### src/rtl/mem_arbiter.sv
// Two-master round-robin arbiter for the single-port synchronous data memory.
// A granted master can lock ownership, bounded to MAX_HOLD grants while the other waits.
module mem_arbiter #(
  parameter int unsigned AW       = 32,
  parameter int unsigned DW       = 32,
  parameter int unsigned MAX_HOLD = 4
) (
  input  logic          clk,
  input  logic          reset,

  input  logic          m0_req,
  input  logic          m0_lock,
  input  logic          m0_we,
  input  logic [AW-1:0] m0_addr,
  input  logic [DW-1:0] m0_wdata,
  output logic          m0_gnt,
  output logic          m0_rvalid,
  output logic [DW-1:0] m0_rdata,

  input  logic          m1_req,
  input  logic          m1_lock,
  input  logic          m1_we,
  input  logic [AW-1:0] m1_addr,
  input  logic [DW-1:0] m1_wdata,
  output logic          m1_gnt,
  output logic          m1_rvalid,
  output logic [DW-1:0] m1_rdata,

  output logic          mem_we,
  output logic [AW-1:0] mem_addr,
  output logic [DW-1:0] mem_wdata,
  input  logic [DW-1:0] mem_rdata
);

  localparam int unsigned HW = $clog2(MAX_HOLD + 1);
  localparam logic [HW-1:0] HoldMax = HW'(MAX_HOLD - 1);

  typedef enum logic [1:0] {OwnNone, OwnM0, OwnM1} owner_e;

  owner_e        owner_q;
  logic          last_q;
  logic [HW-1:0] hold_q;
  logic          hold_ok;

  // Owner may keep the bus only while under its hold budget, unless uncontended.
  assign hold_ok = (hold_q < HoldMax);

  always_comb begin
    m0_gnt = 1'b0;
    m1_gnt = 1'b0;
    if (reset) begin
      if (owner_q == OwnM0 && m0_req && (hold_ok || !m1_req)) begin
        m0_gnt = 1'b1;
      end else if (owner_q == OwnM1 && m1_req && (hold_ok || !m0_req)) begin
        m1_gnt = 1'b1;
      end else if (m0_req && !m1_req) begin
        m0_gnt = 1'b1;
      end else if (m1_req && !m0_req) begin
        m1_gnt = 1'b1;
      end else if (m0_req && m1_req) begin
        if (last_q) m0_gnt = 1'b1;
        else        m1_gnt = 1'b1;
      end
    end
  end

  always_comb begin
    mem_we    = 1'b0;
    mem_addr  = '0;
    mem_wdata = '0;
    if (m0_gnt) begin
      mem_we    = m0_we;
      mem_addr  = m0_addr;
      mem_wdata = m0_wdata;
    end else if (m1_gnt) begin
      mem_we    = m1_we;
      mem_addr  = m1_addr;
      mem_wdata = m1_wdata;
    end
  end

  assign m0_rdata = mem_rdata;
  assign m1_rdata = mem_rdata;

  always_ff @(posedge clk or negedge reset) begin
    if (!reset) begin
      owner_q   <= OwnNone;
      last_q    <= 1'b1;
      hold_q    <= '0;
      m0_rvalid <= 1'b0;
      m1_rvalid <= 1'b0;
    end else begin
      m0_rvalid <= m0_gnt & ~m0_we;
      m1_rvalid <= m1_gnt & ~m1_we;
      if (m0_gnt || m1_gnt) begin
        last_q <= m1_gnt;
        if ((m0_gnt && owner_q == OwnM0) || (m1_gnt && owner_q == OwnM1)) begin
          hold_q <= (hold_q == HoldMax) ? hold_q : hold_q + HW'(1);
        end else begin
          hold_q <= '0;
        end
        if (m0_gnt) owner_q <= m0_lock ? OwnM0 : OwnNone;
        else        owner_q <= m1_lock ? OwnM1 : OwnNone;
      end else begin
        owner_q <= OwnNone;
        hold_q  <= '0;
      end
    end
  end

endmodule

### config.mk
export PLATFORM = sky130hd
export DESIGN_NAME = mem_arbiter
export DESIGN_NICKNAME = d
export VERILOG_FILES = /design/src/rtl/mem_arbiter.sv
export SDC_FILE = /design/constraint.sdc
export NUM_CORES = 1
export LEC_CHECK = 0
export CORE_AREA = 2 2 115 117
export CTS_CLUSTER_DIAMETER = 120
export CTS_CLUSTER_SIZE = 28
export DETAILED_ROUTE_END_ITERATION = 8
export DIE_AREA = 0 0 117 119
export PLACE_DENSITY = 0.58
export RECOVER_POWER = 50
export REMOVE_ABC_BUFFERS = 1
export SYNTH_ARGS = -nofsm -noshare
export SYNTH_HDL_FRONTEND = slang
export SYNTH_SLANG_ARGS = --single-unit
### constraint.sdc
create_clock -name clk -period 1.9 [get_ports clk]
set_input_delay 0.285 -clock clk [delete_from_list [all_inputs] [get_ports clk]]
set_output_delay 0.285 -clock clk [all_outputs]
set_load 0.02 [all_outputs]
==> results of run 1 <==
cells by family (layout without fill, tap and decap cells):
group           Yosys count  count (layout)
mux                       1               1
compound gates           76              76
buf+inv                  79             239
fa+ha+maj                 2               2
flops                     8               8
simple gates             16              16
xor+xnor                  1               1
flip-flops by register name, summed over array words and instances, names as in the netlist:
name and flops:
hold_q 3, owner_q 2, last_q 1, m0_rvalid 1, m1_rvalid 1
layer usage:
| metal | vias to the layer above | GRT usage | part of all wire |
|---|---|---|---|
| met5 | - | 0.0863 | 0.0057 |
| met4 | 2 | 0.0169 | 0.0032 |
| met3 | 4 | 0.129 | 0.19 |
| met2 | 211 | 0.203 | 0.44 |
| met1 | 953 | 0.158 | 0.36 |
| li1 | 945 | - | - |
critical path, delay by kind of cell, from the launching register on:
family                 cells  cell delay (ns)
AOI/OAI and AO/OA          4             0.83
buffers and inverters      3             0.46
DFF                        1             0.40
Yosys cell counts (all sizes together) (2+ instances only):
library cell	count
nor2	6
a22o	65
buf	78
o21ai	2
and2	2
ha	2
nand3b	2
nand2	4
a21oi	3
nor2b	2
dfrtp	7
metrics by stage:
stage	util	power [mW]	hold slack [ns]	instance area (um2)	cells
3_5_place_dp	0.265	1.21	0.570	3410	501
2_1_floorplan	-	0.569	-0.0106	985	105
4_1_cts	0.262	1.54	0.205	3380	514
5_1_grt	0.293	1.77	0.264	3770	519
6_report	0.293	1.68	0.235	3770	519
3_3_place_gp	0.265	1.21	0.570	3410	501
worst max path at each step:
| stage | endpoint | slack (ns) | start | cells after the start |
|---|---|---|---|---|
| floorplan | mem_addr[0] | -0.86 | hold_q[0] | 4 |
| global placement | mem_wdata[28] | -0.69 | reset | 6 |
| detailed placement | mem_addr[27] | -0.72 | reset | 6 |
| CTS | mem_wdata[3] | -0.30 | hold_q[0] | 7 |
| global route | mem_wdata[27] | -0.40 | hold_q[1] | 7 |
| finish | mem_addr[6] | -0.32 | hold_q[1] | 7 |
area by class of cell:
type,count,area (um2),area share
multi-input cells,96,836,0.222
inverters,1,3.75,0.000996
repair buffers,234,2430,0.644
clock buffers,4,78.8,0.0209
flip-flops and latches,8,201,0.0535
well taps,176,220,0.0585
report_power, final:
group / internal (mW) / switching [mW]
Sequential: 0.182 / 0.00493
Clock: 0.279 / 0.0796
Combinational: 0.673 / 0.465
Total: 1.13 / 0.550
repair_timing:
item                                    CTS  global route
buffers inserted                          6             2
pin swaps                                 3            39
endpoints found under the setup margin   67            67
gates cloned                              3             3
gates resized for setup                 283           105
==> reports/metrics.yaml, run 1 <==
globalplace.congestion: 0.741
leakage_nw: 1.61
synth_flop_cell: "dfrtp_1"
clock-root-buffer: "clkbuf_16"
wl_um: 10800
cp_common_cell: "buf_4"
core.rowCount: 42
syn_inst: 183
cts_max_level: 1
cp.required_ns: 1.62
synth.largest_area_cell: "a22o_1"
cts_tree: "built"
syn_to_final_growth_pct: 142
hold_viol: 0
core_um2: 12900
via_per_inst: 4.08
path_max_fanout: 22
dieArea_um2: 13900
clk_path_buf_depth: 2
grt_usage: 0.143
fin_crit_sh: 1.17
dp_hpwl_um: 8190
port_buffers: 204
fin_crit_ns: 2.22
r2r-end: "m0_rvalid"
start_util: 0.121
finalNetCount: 514
vdd_drop_max_mv: 0.222
crit_slowest_cell: "dfrtp_1"
overflow: 0
num_vias: 2115
outcome: "finished with violations"
synthSimpleGateAreaFrac: 0.0498
muxShareOfSynthArea: 0.00642
die_w_um: 117
ant_nets: 0
grt_max_degree: 37
synth_top_family_by_area: "compound AO/OA/AOI/OAI gates"
die_h_um: 119
worstSkewPairLatency_ns: 0.23
max_freq_mhz: 451
violations: "setup timing"
cts_buffers: 3
wl_per_cell_um: 20.8
clock_sinks: 8
async_flop_share: 1.00
hp-class: "input port to asynchronous set/reset pin"
yosysWarnings: 0
layout.cells.most_common_list: "clkdlybuf4s50_1 (136), a22o_1 (62), buf_6 (45)"
layout_commonest_cell: "clkdlybuf4s50_1"
setup-violations-final: 67
crit_type: "register to output pin"
yosys_register_bits: 8
timing.rr.start: "hold_q[1]"
path_cells: "a211oi_2, o21ai_2, a31oi_4, buf_4, buf_12, a22o_1, buf_4"
synthAdderAreaFrac: 0.0161
r2r_slack_ns: 0.14
yosysSeqAreaShare: 0.129
layout-drive-gt1-share: 0.315
drtIter0Drc: 77
tightest_slew_ns: 0.369
rr_worst_depth: 8
rsz0062_at_grt: "true"
slowest_delay_ns: 0.40
num_antenna_cells: 0
synth_top_cell_area_share: 0.365
critPathArrivalTime_ns: 1.93
fin_worst_skew_ns: 0.00263
grt_pass1_wl_um: 14600
path_clk_slew_ns: 0.04
drv_slew: 0
end_kind: "output pin"
setup_slack_ns: -0.319
drv_cap: 0
yosys.area_share.xor_xnor: 0.00562
place_ws_ns: -0.723
max-slew-margin-rel: 0.754
syn_area_um2: 1560
setup_tns_ns: -17.46
dr.pass1.iters: 4
p_per_area_nw_per_um2: 447
syn_area_per_cell_um2: 8.52
drc: 0
nFillCells: 1348
antenna_found_initial: 0
io_pins: 301
synth_edf_count: 0
synth_compound_area_frac: 0.422
synth.area.top_cells: "a22o_1 (37%), buf_4 (32%), dfrtp_1 (11%)"
postCtsHoldBufs: 0
synth_cell_types: 24
start_kind: "register"
grt_pass1_vias: 2200
(Power assumes the default switching activity.)
==> inputs of run 2 (changes only) <==
--- a/config.mk
+++ b/config.mk
@@ -10,7 +10,8 @@
 export CTS_CLUSTER_SIZE = 28
 export DETAILED_ROUTE_END_ITERATION = 8
 export DIE_AREA = 0 0 117 119
-export PLACE_DENSITY = 0.58
+export MAX_ROUTING_LAYER = met4
+export PLACE_DENSITY_LB_ADDON = 0.2
 export RECOVER_POWER = 50
 export REMOVE_ABC_BUFFERS = 1
 export SYNTH_ARGS = -nofsm -noshare
==> reports/metrics.yaml, run 2 (synthesis results as in run 1) <==
drv_slew: 0
globalplace.congestion: 0.792
max-slew-margin-rel: 0.796
finalNetCount: 523
antenna_found_initial: 0
clk_path_buf_depth: 2
leakage_nw: 1.76
path_max_fanout: 6
syn_to_final_growth_pct: 160
place_ws_ns: -0.630
cts_buffers: 3
num_vias: 2202
finalInstanceArea_um2: 4060
setup-violations-final: 67
layout_commonest_cell: "clkdlybuf4s50_1"
cp.required_ns: 1.62
r2r_slack_ns: 0.05
drc: 0
overflow: 0
grt_max_degree: 21
swShare: 0.333
port_buffers: 204
stdcell_count: 528
largest_register_ffs: 3
dr.pass1.iters: 4
via_per_inst: 4.17
largest_registers: "hold_q (3), owner_q (2)"
clkPwrFrac: 0.200
netSwitchingPower_mw: 0.616
drtIter0Drc: 101
postCtsHoldBufs: 0
post_dp_cell_area_um2: 3490
top_register: "hold_q"
start_kind: "register"
hp-class: "input port to asynchronous set/reset pin"
critPathArrivalTime_ns: 2.04
tightest_slew_ns: 0.304
seq_power_share: 0.102
design_power_total_mw: 1.85
hold_viol: 0
outcome: "finished with violations"
dp_hpwl_um: 8690
nFillCells: 1379
die_w_um: 117
path_clk_slew_ns: 0.04
grt_usage: 0.155
drv_cap: 0
layout-drive-gt1-share: 0.364
vdd_drop_max_mv: 0.198
max_freq_mhz: 431
die_h_um: 119
grt_pass1_wl_um: 14900
num_antenna_cells: 0
fin_crit_sh: 1.22
rsz0062_at_grt: "true"
grt_pass1_vias: 2220
intPower_mw: 1.23
dp_cells: 500
p_comb_frac: 0.698
end_kind: "output pin"
cts_max_level: 1
holdWs_ns: 0.478
fin_crit_ns: 2.32
crit_type: "register to output pin"
io_pins: 301
clock-root-buffer: "clkbuf_16"
ant_nets: 0
core_um2: 12900
setup_slack_ns: -0.421
start_util: 0.121
cts_tree: "built"
layout.cells.most_common_list: "clkdlybuf4s50_1 (137), a22o_1 (53), buf_6 (47)"
worstSkewPairLatency_ns: 0.24
clock_sinks: 8
wl_um: 11900
violations: "setup timing"
p_per_area_nw_per_um2: 456
dieArea_um2: 13900
core.rowCount: 42
fin_worst_skew_ns: 0.000256
wl_per_cell_um: 22.5
run 2: per-stage QoR:
step	TNS, ns	utilization
after floorplan	-57.89	-
after global placement	-35.31	0.271
after detailed placement	-35.00	0.271
after CTS	-26.20	0.290
after global routing	-29.69	0.315
final	-24.37	0.315
run 2: power groups by stage:
| stage | logic (mW) | clock network (mW) | registers, mW |
|---|---|---|---|
| 5_1_grt | 1.35 | 0.389 | 0.189 |
| 3_5_place_dp | 1.08 | 0 | 0.190 |
| 6_report | 1.29 | 0.370 | 0.189 |
| 2_1_floorplan | 0.376 | 0 | 0.193 |
| 3_3_place_gp | 1.08 | 0 | 0.190 |
| 4_1_cts | 1.17 | 0.375 | 0.188 |
run 2: worst max-delay path: stages (launching register included):
cell and delay, ns:
dfrtp_1 0.41, a211oi_2 0.29, o21ai_2 0.13, a41o_4 0.33, buf_12 0.15, buf_8 0.12
a22o_1 0.22, buf_12 0.14
run 2: final timing paths:
| kind | startpoint | endpoint | depth (start not counted) |
|---|---|---|---|
| max | hold_q[0] | mem_wdata[31] | 7 |
| min | reset | hold_q[0] | 2 |
| max reg2reg | hold_q[0] | owner_q[1] | 7 |
| min reg2reg | hold_q[2] | hold_q[2] | 3 |
| max in group asynchronous | reset | last_q | 2 |
| min in group clk | mem_rdata[16] | m0_rdata[16] | 0 |
run 2: timing repair:
item / 4_1_cts / 5_1_grt
setup buffers: 12 / 7
setup endpoints to repair: 67 / 67
pin swaps: 7 / 21
endpoints found under the hold margin: 0 / 0
gates resized for setup: 286 / 79
gates cloned: 5 / 5
run 2: final cells by class:
| type | count | area (um2) | share of cell area |
|---|---|---|---|
| Inverter | 1 | 3.75 | 0.000925 |
| Sequential cell | 8 | 201 | 0.0496 |
| Timing Repair Buffer | 243 | 2640 | 0.651 |
| Clock buffer | 4 | 78.8 | 0.0194 |
| Multi-Input combinational cell | 96 | 915 | 0.225 |
| Tap cell | 176 | 220 | 0.0542 |
run 2: per-layer routing:
layer | track usage | vias to the layer above | part of all wire
met4 | 0.0132 | 0 | 0.0030
li1 | - | 960 | -
met5 | - | - | 0
met1 | 0.212 | 1037 | 0.46
met3 | 0.105 | 5 | 0.15
met2 | 0.194 | 200 | 0.39
